==> src/rtl/row_scan_sequencer_if.sv <==
// Control/status bundle between a scan master and the row scan sequencer.
// start/stop/mode/skip_mask are level commands sampled on each rising clk edge (no ready);
// every status output is registered and may be sampled at any time away from the edge.
interface row_scan_sequencer_if;
  logic       start;
  logic       stop;
  logic       mode;
  logic [7:0] skip_mask;
  logic       dec_en;
  logic [2:0] dec_sel;
  logic       busy;
  logic       row_strobe;
  logic       sweep_done;
  logic [1:0] state;

  modport master (
    output start, stop, mode, skip_mask,
    input  dec_en, dec_sel, busy, row_strobe, sweep_done, state
  );

  modport slave (
    input  start, stop, mode, skip_mask,
    output dec_en, dec_sel, busy, row_strobe, sweep_done, state
  );
endinterface

==> src/rtl/row_scan_sequencer.sv <==
// Timed row scanner for a 3-to-8 decoder: blanks, then dwells on each unmasked row,
// with single-sweep or continuous operation and abort.
module row_scan_sequencer #(
  parameter int DWELL_CYCLES = 4,
  parameter int BLANK_CYCLES = 2,
  parameter int CNT_W        = 16
) (
  input  logic               clk,
  input  logic               rst,
  row_scan_sequencer_if.slave bus
);

  typedef enum logic [1:0] {
    IDLE  = 2'd0,
    BLANK = 2'd1,
    DWELL = 2'd2
  } state_t;

  localparam logic [CNT_W-1:0] DWELL_LOAD = CNT_W'(DWELL_CYCLES - 1);
  localparam logic [CNT_W-1:0] BLANK_LOAD =
    (BLANK_CYCLES > 0) ? CNT_W'(BLANK_CYCLES - 1) : '0;

  state_t           st, st_n;
  logic [CNT_W-1:0] cnt, cnt_n;
  logic [2:0]       sel, sel_n;
  logic             en, en_n;
  logic             busy, busy_n;
  logic             strobe, strobe_n;
  logic             done, done_n;
  logic             mode_q, mode_n;

  logic [3:0]       lowest;
  logic [3:0]       above;
  logic             load_row;
  logic [2:0]       row_n;
  logic             go_idle;

  // Returns {found, row}: lowest unmasked row, optionally restricted to rows above 'floor_row'.
  function automatic logic [3:0] first_open(input logic [7:0] mask,
                                            input logic [2:0] floor_row,
                                            input logic       use_floor);
    logic [3:0] r;
    r = 4'b0;
    for (int i = 7; i >= 0; i--) begin
      if (!mask[i] && (!use_floor || (3'(i) > floor_row)))
        r = {1'b1, 3'(i)};
    end
    return r;
  endfunction

  always_ff @(posedge clk or posedge rst) begin
    if (rst) begin
      st     <= IDLE;
      cnt    <= '0;
      sel    <= '0;
      en     <= 1'b0;
      busy   <= 1'b0;
      strobe <= 1'b0;
      done   <= 1'b0;
      mode_q <= 1'b0;
    end else begin
      st     <= st_n;
      cnt    <= cnt_n;
      sel    <= sel_n;
      en     <= en_n;
      busy   <= busy_n;
      strobe <= strobe_n;
      done   <= done_n;
      mode_q <= mode_n;
    end
  end

  always_comb begin
    st_n     = st;
    cnt_n    = cnt;
    sel_n    = sel;
    en_n     = en;
    busy_n   = busy;
    strobe_n = 1'b0;
    done_n   = 1'b0;
    mode_n   = mode_q;
    load_row = 1'b0;
    row_n    = sel;
    go_idle  = 1'b0;
    lowest   = first_open(bus.skip_mask, 3'd0, 1'b0);
    above    = first_open(bus.skip_mask, sel, 1'b1);

    case (st)
      IDLE: begin
        if (bus.start && !bus.stop) begin
          if (lowest[3]) begin
            mode_n   = bus.mode;
            load_row = 1'b1;
            row_n    = lowest[2:0];
          end else begin
            done_n = 1'b1;
          end
        end
      end
      BLANK: begin
        if (bus.stop) begin
          go_idle = 1'b1;
        end else if (cnt == '0) begin
          st_n     = DWELL;
          cnt_n    = DWELL_LOAD;
          en_n     = 1'b1;
          strobe_n = 1'b1;
        end else begin
          cnt_n = cnt - CNT_W'(1);
        end
      end
      DWELL: begin
        if (bus.stop) begin
          go_idle = 1'b1;
        end else if (cnt != '0) begin
          cnt_n = cnt - CNT_W'(1);
        end else if (!lowest[3]) begin
          // Everything masked at the advance point: the sweep ends regardless of mode.
          done_n  = 1'b1;
          go_idle = 1'b1;
        end else if (above[3]) begin
          load_row = 1'b1;
          row_n    = above[2:0];
        end else begin
          done_n = 1'b1;
          if (mode_q) begin
            go_idle = 1'b1;
          end else begin
            load_row = 1'b1;
            row_n    = lowest[2:0];
          end
        end
      end
      default: go_idle = 1'b1;
    endcase

    if (go_idle) begin
      st_n   = IDLE;
      cnt_n  = '0;
      en_n   = 1'b0;
      busy_n = 1'b0;
    end else if (load_row) begin
      sel_n  = row_n;
      busy_n = 1'b1;
      if (BLANK_CYCLES > 0) begin
        st_n  = BLANK;
        cnt_n = BLANK_LOAD;
        en_n  = 1'b0;
      end else begin
        // No blanking: stay enabled and strobe on the same edge the select changes.
        st_n     = DWELL;
        cnt_n    = DWELL_LOAD;
        en_n     = 1'b1;
        strobe_n = 1'b1;
      end
    end
  end

  assign bus.dec_en     = en;
  assign bus.dec_sel    = sel;
  assign bus.busy       = busy;
  assign bus.row_strobe = strobe;
  assign bus.sweep_done = done;
  assign bus.state      = st;

endmodule

==> src/flat_wrapper.sv <==
// flat-port wrapper written by rule: the top's interface ports become plain ports
module row_scan_sequencer_flat 
#(
  parameter int DWELL_CYCLES = 4,
  parameter int BLANK_CYCLES = 2,
  parameter int CNT_W        = 16
)
  (clk, rst, bus_start, bus_stop, bus_mode, bus_skip_mask, bus_dec_en, bus_dec_sel, bus_busy, bus_row_strobe, bus_sweep_done, bus_state);
  row_scan_sequencer_if bus_i ();
  input  logic clk;
  input  logic rst;
  input wire logic [$bits(bus_i.start)-1:0] bus_start;
  input wire logic [$bits(bus_i.stop)-1:0] bus_stop;
  input wire logic [$bits(bus_i.mode)-1:0] bus_mode;
  input wire logic [$bits(bus_i.skip_mask)-1:0] bus_skip_mask;
  output wire logic [$bits(bus_i.dec_en)-1:0] bus_dec_en;
  output wire logic [$bits(bus_i.dec_sel)-1:0] bus_dec_sel;
  output wire logic [$bits(bus_i.busy)-1:0] bus_busy;
  output wire logic [$bits(bus_i.row_strobe)-1:0] bus_row_strobe;
  output wire logic [$bits(bus_i.sweep_done)-1:0] bus_sweep_done;
  output wire logic [$bits(bus_i.state)-1:0] bus_state;
  assign bus_i.start = bus_start;
  assign bus_i.stop = bus_stop;
  assign bus_i.mode = bus_mode;
  assign bus_i.skip_mask = bus_skip_mask;
  assign bus_dec_en = bus_i.dec_en;
  assign bus_dec_sel = bus_i.dec_sel;
  assign bus_busy = bus_i.busy;
  assign bus_row_strobe = bus_i.row_strobe;
  assign bus_sweep_done = bus_i.sweep_done;
  assign bus_state = bus_i.state;
  row_scan_sequencer #(.DWELL_CYCLES(DWELL_CYCLES), .BLANK_CYCLES(BLANK_CYCLES), .CNT_W(CNT_W)) u_core (.clk(clk), .rst(rst), .bus(bus_i));
endmodule
==> config.mk <==
export PLATFORM = sky130hd
export DESIGN_NAME = row_scan_sequencer_flat
export DESIGN_NICKNAME = d
export VERILOG_FILES = /design/src/rtl/row_scan_sequencer_if.sv /design/src/rtl/row_scan_sequencer.sv /design/src/flat_wrapper.sv
export SDC_FILE = /design/constraint.sdc
export NUM_CORES = 1
export LEC_CHECK = 0
export CAP_MARGIN = 20
export CORE_MARGIN = 1
export CORE_UTILIZATION = 57
export CTS_BUF_LIST = sky130_fd_sc_hd__clkbuf_8
export CTS_CLUSTER_SIZE = 40
export DETAILED_ROUTE_END_ITERATION = 16
export PLACE_DENSITY = 0.88
export SLEW_MARGIN = 10
export SYNTH_ARGS = -nofsm -noshare
export SYNTH_HDL_FRONTEND = slang
export SYNTH_SLANG_ARGS = --single-unit
==> constraint.sdc <==
create_clock -name clk -period 3.05 [get_ports clk]
set_clock_uncertainty 0.05 [all_clocks]
set_input_delay 0.305 -clock clk [delete_from_list [all_inputs] [get_ports clk]]
set_output_delay 0.305 -clock clk [all_outputs]
set_load 0.01 [all_outputs]
# Word level (Yosys, flattened, before mapping)

Index checks and enable logic that the tools add are counted.

Flip-flop bits (word level): 26
Logic and storage cells: 128
Output and inout bits: 9

Bitwise operators: 1
Multiplexer cells: 68
Add/subtract/negate cells: 1
Reduce and logical (&&, ||, !) cells: 30
Eq/ne operators: 12
$lt $le $gt $ge: 8

Operators with widths:

| cell                                                          | count |
|---|---|
| 2-to-1 mux 16 bit                                             | 6 |
| 2-to-1 mux 4 bit                                              | 16 |
| one-hot mux 16 bit (2 select lines)                           | 1 |
| 2-to-1 mux 1 bit                                              | 29 |
| 2-to-1 mux 3 bit                                              | 7 |
| logical NOT 16 bit                                            | 1 |
| nonzero test 16 bit                                           | 1 |
| subtractor 16 x 1 -> 16 bit (second input constant)           | 1 |
| greater-than comparator 3 bit (first input constant)          | 4 |
| 2-to-1 mux 2 bit                                              | 5 |
| logical AND 1 bit                                             | 9 |
| logical NOT 1 bit                                             | 9 |
| AND reduction 9 bit                                           | 1 |
| inequality test 4 x 2 -> 1 bit (second input constant)        | 2 |
| greater-than comparator 1 x 3 -> 1 bit (first input constant) | 2 |
| greater-than comparator 2 x 3 -> 1 bit (first input constant) | 2 |
| inequality test 2 x 1 -> 1 bit (second input constant)        | 3 |
| one-hot mux 3 bit (2 select lines)                            | 1 |
| AND reduction 3 bit                                           | 2 |
| nonzero test 3 bit                                            | 2 |
| inequality test 2 bit (second input constant)                 | 2 |
| inequality test 4 x 1 -> 1 bit (second input constant)        | 1 |
| one-hot mux 1 bit (2 select lines)                            | 2 |
| AND reduction 4 bit                                           | 1 |
| other kinds (9)                                               | 10 |

# Logic depth before layout (Yosys ltp)

Gate-level depths: netlist of run 1.

Word-level depth: 17
Depth in mapped cells: 8
Mapped depth without buffers: 7

# Least setup slack after synthesis of run 1

No wires, ideal clock.

Path type: reg-to-reg
Start: reg u_core.st[0] (netlist: u_core.bus.state[0])
End: reg u_core.cnt[9]
Period minus slack after synthesis: 2.285 ns
Cell stages (with the launch flop): 8
Required time: 2.923 ns
Setup slack: 0.765 ns
Arrival time: 2.158 ns
Cell sequence: dfrtp_1 inv_1 ha_1 and4bb_2 nand4_1 nand4_1 or4_2 a21oi_1

Word-level cells in the longest chain between the ends: 4
Elaborated cells on any way between the ends: 13
Classes of those cells: eq/ne: 5; mux: 5; reduce/logical: 3

Ends and longest elaborated chain:

| element                                                                          | RTL line                 | text |
|---|---|---|
| start: declaration                                                               | row_scan_sequencer.sv:23 | `state_t st, st_n;` |
| start signal: assignment                                                         | row_scan_sequencer.sv:62 | `st <= st_n;` |
| equality test 2 bit, or another cell as far along                                | row_scan_sequencer.sv:88 | `case (st)` |
| one-hot mux 1 bit (3 select lines), or another cell as far along                 | row_scan_sequencer.sv:88 |  |
| inequality test 4 x 1 -> 1 bit (no source line), or another cell as far along    | -                        |  |
| AND reduction 4 bit (no source line) / 2-to-1 mux 16 bit (equally long branches) | -                        |  |
| end signal: assignment                                                           | row_scan_sequencer.sv:63 | `cnt <= cnt_n;` |
| end: declaration                                                                 | row_scan_sequencer.sv:24 | `logic [CNT_W-1:0] cnt, cnt_n;` |

Parallel ways exist; a longest one is shown, timed or not.
A chain may end at the register's enable or synchronous reset.

# Final worst setup path of run 1

Ends and elaborated chain as after synthesis.

==> results of run 1 <==
-- layout make-up --
class                           count  area [um2]
Timing Repair Buffer               21         210
Clock buffer                        3        41.3
Multi-Input combinational cell    146         961
Sequential cell                    25         626
Inverter                           11        41.3
Fill cell                         216         832
Tap cell                           31        38.8
Clock inverter                      1        7.51
-- state kept, by name, summed over array words and instances, names as in the netlist --
signal and cells:
u_core.bus.dec_en 1, u_core.bus.sweep_done 1, u_core.bus.busy 1, u_core.mode_q 1, u_core.bus.row_strobe 1, u_core.cnt 16, u_core.bus.state 1, u_core.bus.dec_sel 3
-- cell usage after synthesis (2+ instances only) --
cell / instances / share of area
or3_1: 3 / 0.011
mux2_2: 5 / 0.034
o211ai_1: 2 / 0.0090
and2_1: 2 / 0.0075
nor3_1: 3 / 0.0090
buf_4: 2 / 0.0090
a21o_1: 3 / 0.014
a21oi_1: 16 / 0.048
o21ai_0: 13 / 0.039
a31oi_1: 4 / 0.015
or4_2: 2 / 0.011
o22ai_1: 2 / 0.0075
nand2b_1: 2 / 0.0075
xor2_1: 5 / 0.026
nand4_1: 7 / 0.026
nor4_1: 3 / 0.011
buf_2: 4 / 0.012
nand2_1: 16 / 0.036
o31ai_1: 4 / 0.018
nor2_1: 15 / 0.034
a211oi_1: 3 / 0.014
ha_1: 6 / 0.045
or4_1: 2 / 0.0090
dfrtp_1: 25 / 0.38
inv_1: 11 / 0.025
or3_2: 3 / 0.014
nand3_1: 2 / 0.0060
-- final timing paths --
| path | start | to | depth (start not counted) |
|---|---|---|---|
| worst max-delay path | u_core.bus.state[0]$_DFFE_PP0P_ | u_core.cnt[9]$_DFFE_PP0P_ | 7 |
| worst min-delay path | u_core.mode_q$_DFFE_PP0P_ | u_core.mode_q$_DFFE_PP0P_ | 1 |
| worst max register to register | u_core.bus.state[0]$_DFFE_PP0P_ | u_core.cnt[9]$_DFFE_PP0P_ | 7 |
| worst min register to register | u_core.mode_q$_DFFE_PP0P_ | u_core.mode_q$_DFFE_PP0P_ | 1 |
| max in group asynchronous | rst | u_core.cnt[5]$_DFFE_PP0P_ | 2 |
| min in group asynchronous | rst | u_core.cnt[13]$_DFFE_PP0P_ | 2 |
-- routing by layer --
layer  GRT usage  vias up
met4      0.0697        0
met3      0.0326        8
met5           0        -
met1       0.308      732
li1            -      733
met2       0.415       53
-- critical path, stage by stage, from the launching register on --
cell and delay [ns]:
dfrtp_1 0.43, inv_1 0.09, ha_1 0.29, and4bb_2 0.25, nand4_1 0.28, nand4_1 0.39, or4_2 0.64, a21oi_1 0.16
-- metrics by stage --
| step | hold WS (ns) | utilization |
|---|---|---|
| 2_1_floorplan | 0.282 | - |
| 3_3_place_gp | 0.443 | 0.681 |
| 3_5_place_dp | 0.450 | 0.681 |
| 4_1_cts | 0.470 | 0.698 |
| 5_1_grt | 0.482 | 0.698 |
| 6_report | 0.468 | 0.698 |
-- logic make-up after synthesis --
group	after synthesis	share of synthesized area
buffers and inverters	17	0.0459
and+or+nand+nor	72	0.251
DFF	25	0.376
xor gates and xnor gates	5	0.0263
muxes	6	0.0399
adders and majority gates	6	0.0451
AOI/OAI and AO/OA	57	0.215
-- power groups by stage --
| stage | Combinational [mW] | Sequential, mW | Clock [mW] |
|---|---|---|---|
| floorplan | 0.740 | 0.551 | 0 |
| global placement | 0.897 | 0.584 | 0 |
| detailed placement | 0.937 | 0.596 | 0 |
| CTS | 0.946 | 0.589 | 0.204 |
| global route | 1.05 | 0.613 | 0.218 |
| finish | 0.949 | 0.594 | 0.202 |
==> impl_metrics.ini, run 1 <==
[run_status]
status = finished clean

[power]
peakVddDrop_mv = 0.662
leakage_nw = 0.813
seqPwrFrac = 0.340
power_density_nw_per_um2 = 906
power_frac_comb = 0.544
swShare = 0.444
switching_power_uw = 774
power_frac_clock = 0.116
p_int_uw = 971
total_power_mw = 1.75

[synthesis]
syn_area_per_cell_um2 = 8.84
synth-seq-cells = 25
syn_area_um2 = 1660
synth_enable_flop_cells = 0
synthCells = 188
ys_seq_area_frac = 0.376
ys.flop_type = dfrtp_1
async_reset_ff_frac = 1.00
yosys_warnings = 0
synthDistinctLibCells = 50
syn_nets = 207

[critical_path]
path_class = reg -> reg
end_kind = register
required_ns = 3.20
critPathMaxFanout = 9
cp-start-kind = register
crit_arrival_ns = 2.81
r2r_slack_ns = 0.39

[routing]
via_per_inst = 6.41
drt_iter0_drc = 96
post_drt_wl_per_cell_um = 15.2
wl_met2_um = 1750
vias = 1526
drtPass1Iterations = 4
route.detailed.drc = 0
met1Wirelength_um = 1690
wirelength_um = 3630
ant_nets = 0
route.met3.wl_um = 151
dr.max_layer_used = met4

[clock_tree]
cts_resized = 0
cts_setup_buffers = 0
cts_tree = done
cts_max_level = 1
cts.sinks = 25
numCtsBuffers = 3
clkTransAtPathRegs_ns = 0.09
cts_hold_buf = 0
cts.path.max_buffers = 2
clockRootBuffer = clkbuf_8
clk_latency_ns = 0.27

[global_route]
grt-ovfl-total = 0
antenna_found_initial = 0
grt_pass1_vias = 1464
grt_usage = 0.239
grt_first_pass_wirelength_um = 6120
grt_max_degree = 26

[timing]
fin_setup_tns_ns = 0
final_hold_viol_count = 0
finalWorstSetupSlack_ns = 0.388
clock.fmax_mhz = 376
worst_slew_pin_slew_ns = 0.940
fin_crit_sh = 0.873
finalSetupViolCount = 0
slew_violations = 0
fin_crit_ns = 2.66
rsz0062_at_grt = no
slew-limit-headroom = 0.372

[finish]
layout_common_cells = 25 x dfrtp_1, 21 x clkdlybuf4s50_1, 16 x nand2_1, 16 x a21oi_1, 15 x nor2_1
area_growth_syn_to_layout_pct = 15.8
drive_gt1_frac = 0.106
fin_cells = 238
final_common_cell = dfrtp_1
final_cell_area_um2 = 1930
antennaDiodeCount = 0
nNetsFinal = 227

[placement]
gp_congestion = 0.942
io_buffers = 21
placed_area_um2 = 1880
post-place-ws_ns = 0.449
hpwl_um = 2730
dp.cells = 234

[floorplan]
die_height_um = 56.0
core_area_um2 = 2760
ios = 22
start_util = 0.603
num_rows = 19
die-area_um2 = 3140
die_w_um = 56.0

[flow_run]
cap_violations = 0

[worst_hold_path]
hold_path.class = reg -> reg
Power figures use the tool's default switching activity.
==> run 2, diff against run 1 <==
--- a/config.mk
+++ b/config.mk
@@ -6,8 +6,10 @@
 export NUM_CORES = 1
 export LEC_CHECK = 0
 export CAP_MARGIN = 20
+export CELL_PAD_IN_SITES_DETAIL_PLACEMENT = 1
+export CELL_PAD_IN_SITES_GLOBAL_PLACEMENT = 1
 export CORE_MARGIN = 1
-export CORE_UTILIZATION = 57
+export CORE_UTILIZATION = 43
 export CTS_BUF_LIST = sky130_fd_sc_hd__clkbuf_8
 export CTS_CLUSTER_SIZE = 40
 export DETAILED_ROUTE_END_ITERATION = 16
==> run 2 against run 1 <==
Final cell count rose by 7.1%. Sequential share of layout area is 0.29 points lower. Flip-flop and latch count did not move. Global-route usage is 0.84 points lower. Via count increased by 0.26%. Sequential power increased by 1%. Register-to-register slack worse by 0.04 ns. Worst setup slack got worse by 0.042 ns. Wire length increased by 17%. Hold slack better by 0.0072 ns. Die area up 31%.
==> impl_metrics.ini, run 2 (synthesis results as in run 1) <==
[flow_run]
cap_violations = 0

[routing]
ant_nets = 0
post_drt_wl_per_cell_um = 16.6
drt_iter0_drc = 69
route.detailed.drc = 0
drtPass1Iterations = 4
via_per_inst = 6.00
vias = 1530
wirelength_um = 4240

[clock_tree]
cts_resized = 0
cts_max_level = 1
cts.sinks = 25
cts_tree = done
numCtsBuffers = 3
cts.path.max_buffers = 2
cts_setup_buffers = 0
cts_hold_buf = 0
clockRootBuffer = clkbuf_8
clkTransAtPathRegs_ns = 0.09
clk_latency_ns = 0.26

[floorplan]
die-area_um2 = 4120
ios = 22
num_rows = 22
core_area_um2 = 3690
die_w_um = 64.2
start_util = 0.451
die_height_um = 64.2

[timing]
final_hold_viol_count = 0
fin_setup_tns_ns = 0
fin_crit_sh = 0.887
clock.fmax_mhz = 370
rsz0062_at_grt = no
slew_violations = 0
slew-limit-headroom = 0.355
finalSetupViolCount = 0
worst_slew_pin_slew_ns = 0.967
fin_crit_ns = 2.70

[finish]
final_common_cell = dfrtp_1
layout_common_cells = 25 x dfrtp_1, 21 x clkdlybuf4s50_1, 16 x nand2_1, 16 x a21oi_1, 15 x nor2_1
drive_gt1_frac = 0.101
largest_reg_flops = 16
final_cell_area_um2 = 1940
top_register = u_core.cnt
nNetsFinal = 227
area_growth_syn_to_layout_pct = 16.9
antennaDiodeCount = 0

[placement]
gp_congestion = 0.860
placed_area_um2 = 1900
hpwl_um = 3290
io_buffers = 21

[critical_path]
critPathMaxFanout = 9
crit_buf_inv = 1
cp-start-kind = register
crit_chain = inv_1 -> ha_1 -> and4bb_2 -> nand4_1 -> nand4_1 -> or4_2 -> a21oi_1
required_ns = 3.19
critical_path.slowest_cell = or4_2
cpMostUsedCell = nand4_1
cp_top_family = simple AND/OR/NAND/NOR gates
end_kind = register
path_class = reg -> reg
crit_arrival_ns = 2.84
slowest_delay_ns = 0.65

[global_route]
grt_max_degree = 26
grt_pass1_vias = 1562
grt_first_pass_wirelength_um = 7360
grt_usage = 0.230
antenna_found_initial = 0
grt-ovfl-total = 0

[power]
peakVddDrop_mv = 0.417
power_density_nw_per_um2 = 911
leakage_nw = 0.819

[run_status]
status = finished clean

[worst_hold_path]
hold_path.class = reg -> reg
-- run 2: cell count changes in the layout (fill, tap and decap cells not counted), sizes merged --
cell / before / now
clkinvlp: 1 / 0
inv: 11 / 12
-- run 2: report_power, final --
| part | internal (mW) | leakage, nW | total (mW) | switching [mW] |
|---|---|---|---|---|
| Clock | 0.0899 | 0.0269 | 0.188 | 0.0983 |
| Sequential | 0.442 | 0.332 | 0.600 | 0.158 |
| Combinational | 0.438 | 0.460 | 0.982 | 0.544 |
-- run 2: metrics by stage --
| stage | hold WS [ns] | total power, mW | worst slack (ns) | utilization | cells |
|---|---|---|---|---|---|
| after floorplan | 0.282 | 1.29 | 0.765 | - | 188 |
| after global routing | 0.493 | 1.93 | 0.171 | 0.527 | 255 |
| after detailed placement | 0.461 | 1.58 | 0.373 | 0.515 | 251 |
| final | 0.475 | 1.77 | 0.346 | 0.527 | 255 |
| after global placement | 0.439 | 1.51 | 0.489 | 0.515 | 251 |
| after CTS | 0.482 | 1.78 | 0.353 | 0.527 | 255 |
-- run 2: path summary, 6_finish.rpt --
path	start	to	slack (ns)	cells after the start
worst min register to register	u_core.bus.busy$_DFFE_PP0P_	u_core.bus.busy$_DFFE_PP0P_	0.47	2
worst min-delay path	u_core.bus.busy$_DFFE_PP0P_	u_core.bus.busy$_DFFE_PP0P_	0.47	2
max in group asynchronous	rst	u_core.bus.dec_sel[0]$_DFFE_PP0P_	1.85	2
min in group asynchronous	rst	u_core.bus.state[0]$_DFFE_PP0P_	0.51	2
worst max register to register	u_core.bus.state[0]$_DFFE_PP0P_	u_core.cnt[9]$_DFFE_PP0P_	0.35	7
worst max-delay path	u_core.bus.state[0]$_DFFE_PP0P_	u_core.cnt[9]$_DFFE_PP0P_	0.35	7
-- run 2: metal layers --
layer  global-route usage  part of all wire  wire, um
met2                0.386              0.49      2090
met1                0.299              0.46      1960
met4               0.0667             0.013        53
met5                    0                 0         0
met3               0.0464             0.032       135
-- run 2: cell type report --
| class | count | area (um2) |
|---|---|---|
| Fill cell | 453 | 1750 |
| Multi-Input combinational cell | 146 | 961 |
| Sequential cell | 25 | 626 |
| Timing Repair Buffer | 21 | 210 |
| Tap cell | 48 | 60.1 |
| Clock buffer | 3 | 41.3 |
| Inverter | 11 | 41.3 |
| Clock inverter | 1 | 3.75 |
-- run 2: worst register-to-register path, delay by kind of cell (launching register included) --
family          cells  cell delay [ns]
buf+inv             1             0.09
simple gates        4             1.58
flops               1             0.44
compound gates      1             0.16
fa+ha+maj           1             0.29
==> run 3, diff against run 2 <==
--- a/config.mk
+++ b/config.mk
@@ -5,6 +5,7 @@
 export SDC_FILE = /design/constraint.sdc
 export NUM_CORES = 1
 export LEC_CHECK = 0
+export ABC_CLOCK_PERIOD_IN_PS = 3050
 export CAP_MARGIN = 20
 export CELL_PAD_IN_SITES_DETAIL_PLACEMENT = 1
 export CELL_PAD_IN_SITES_GLOBAL_PLACEMENT = 1
==> results of run 3 <==
Same layout as run 2: the final DEF is identical, and so are final timing and power.
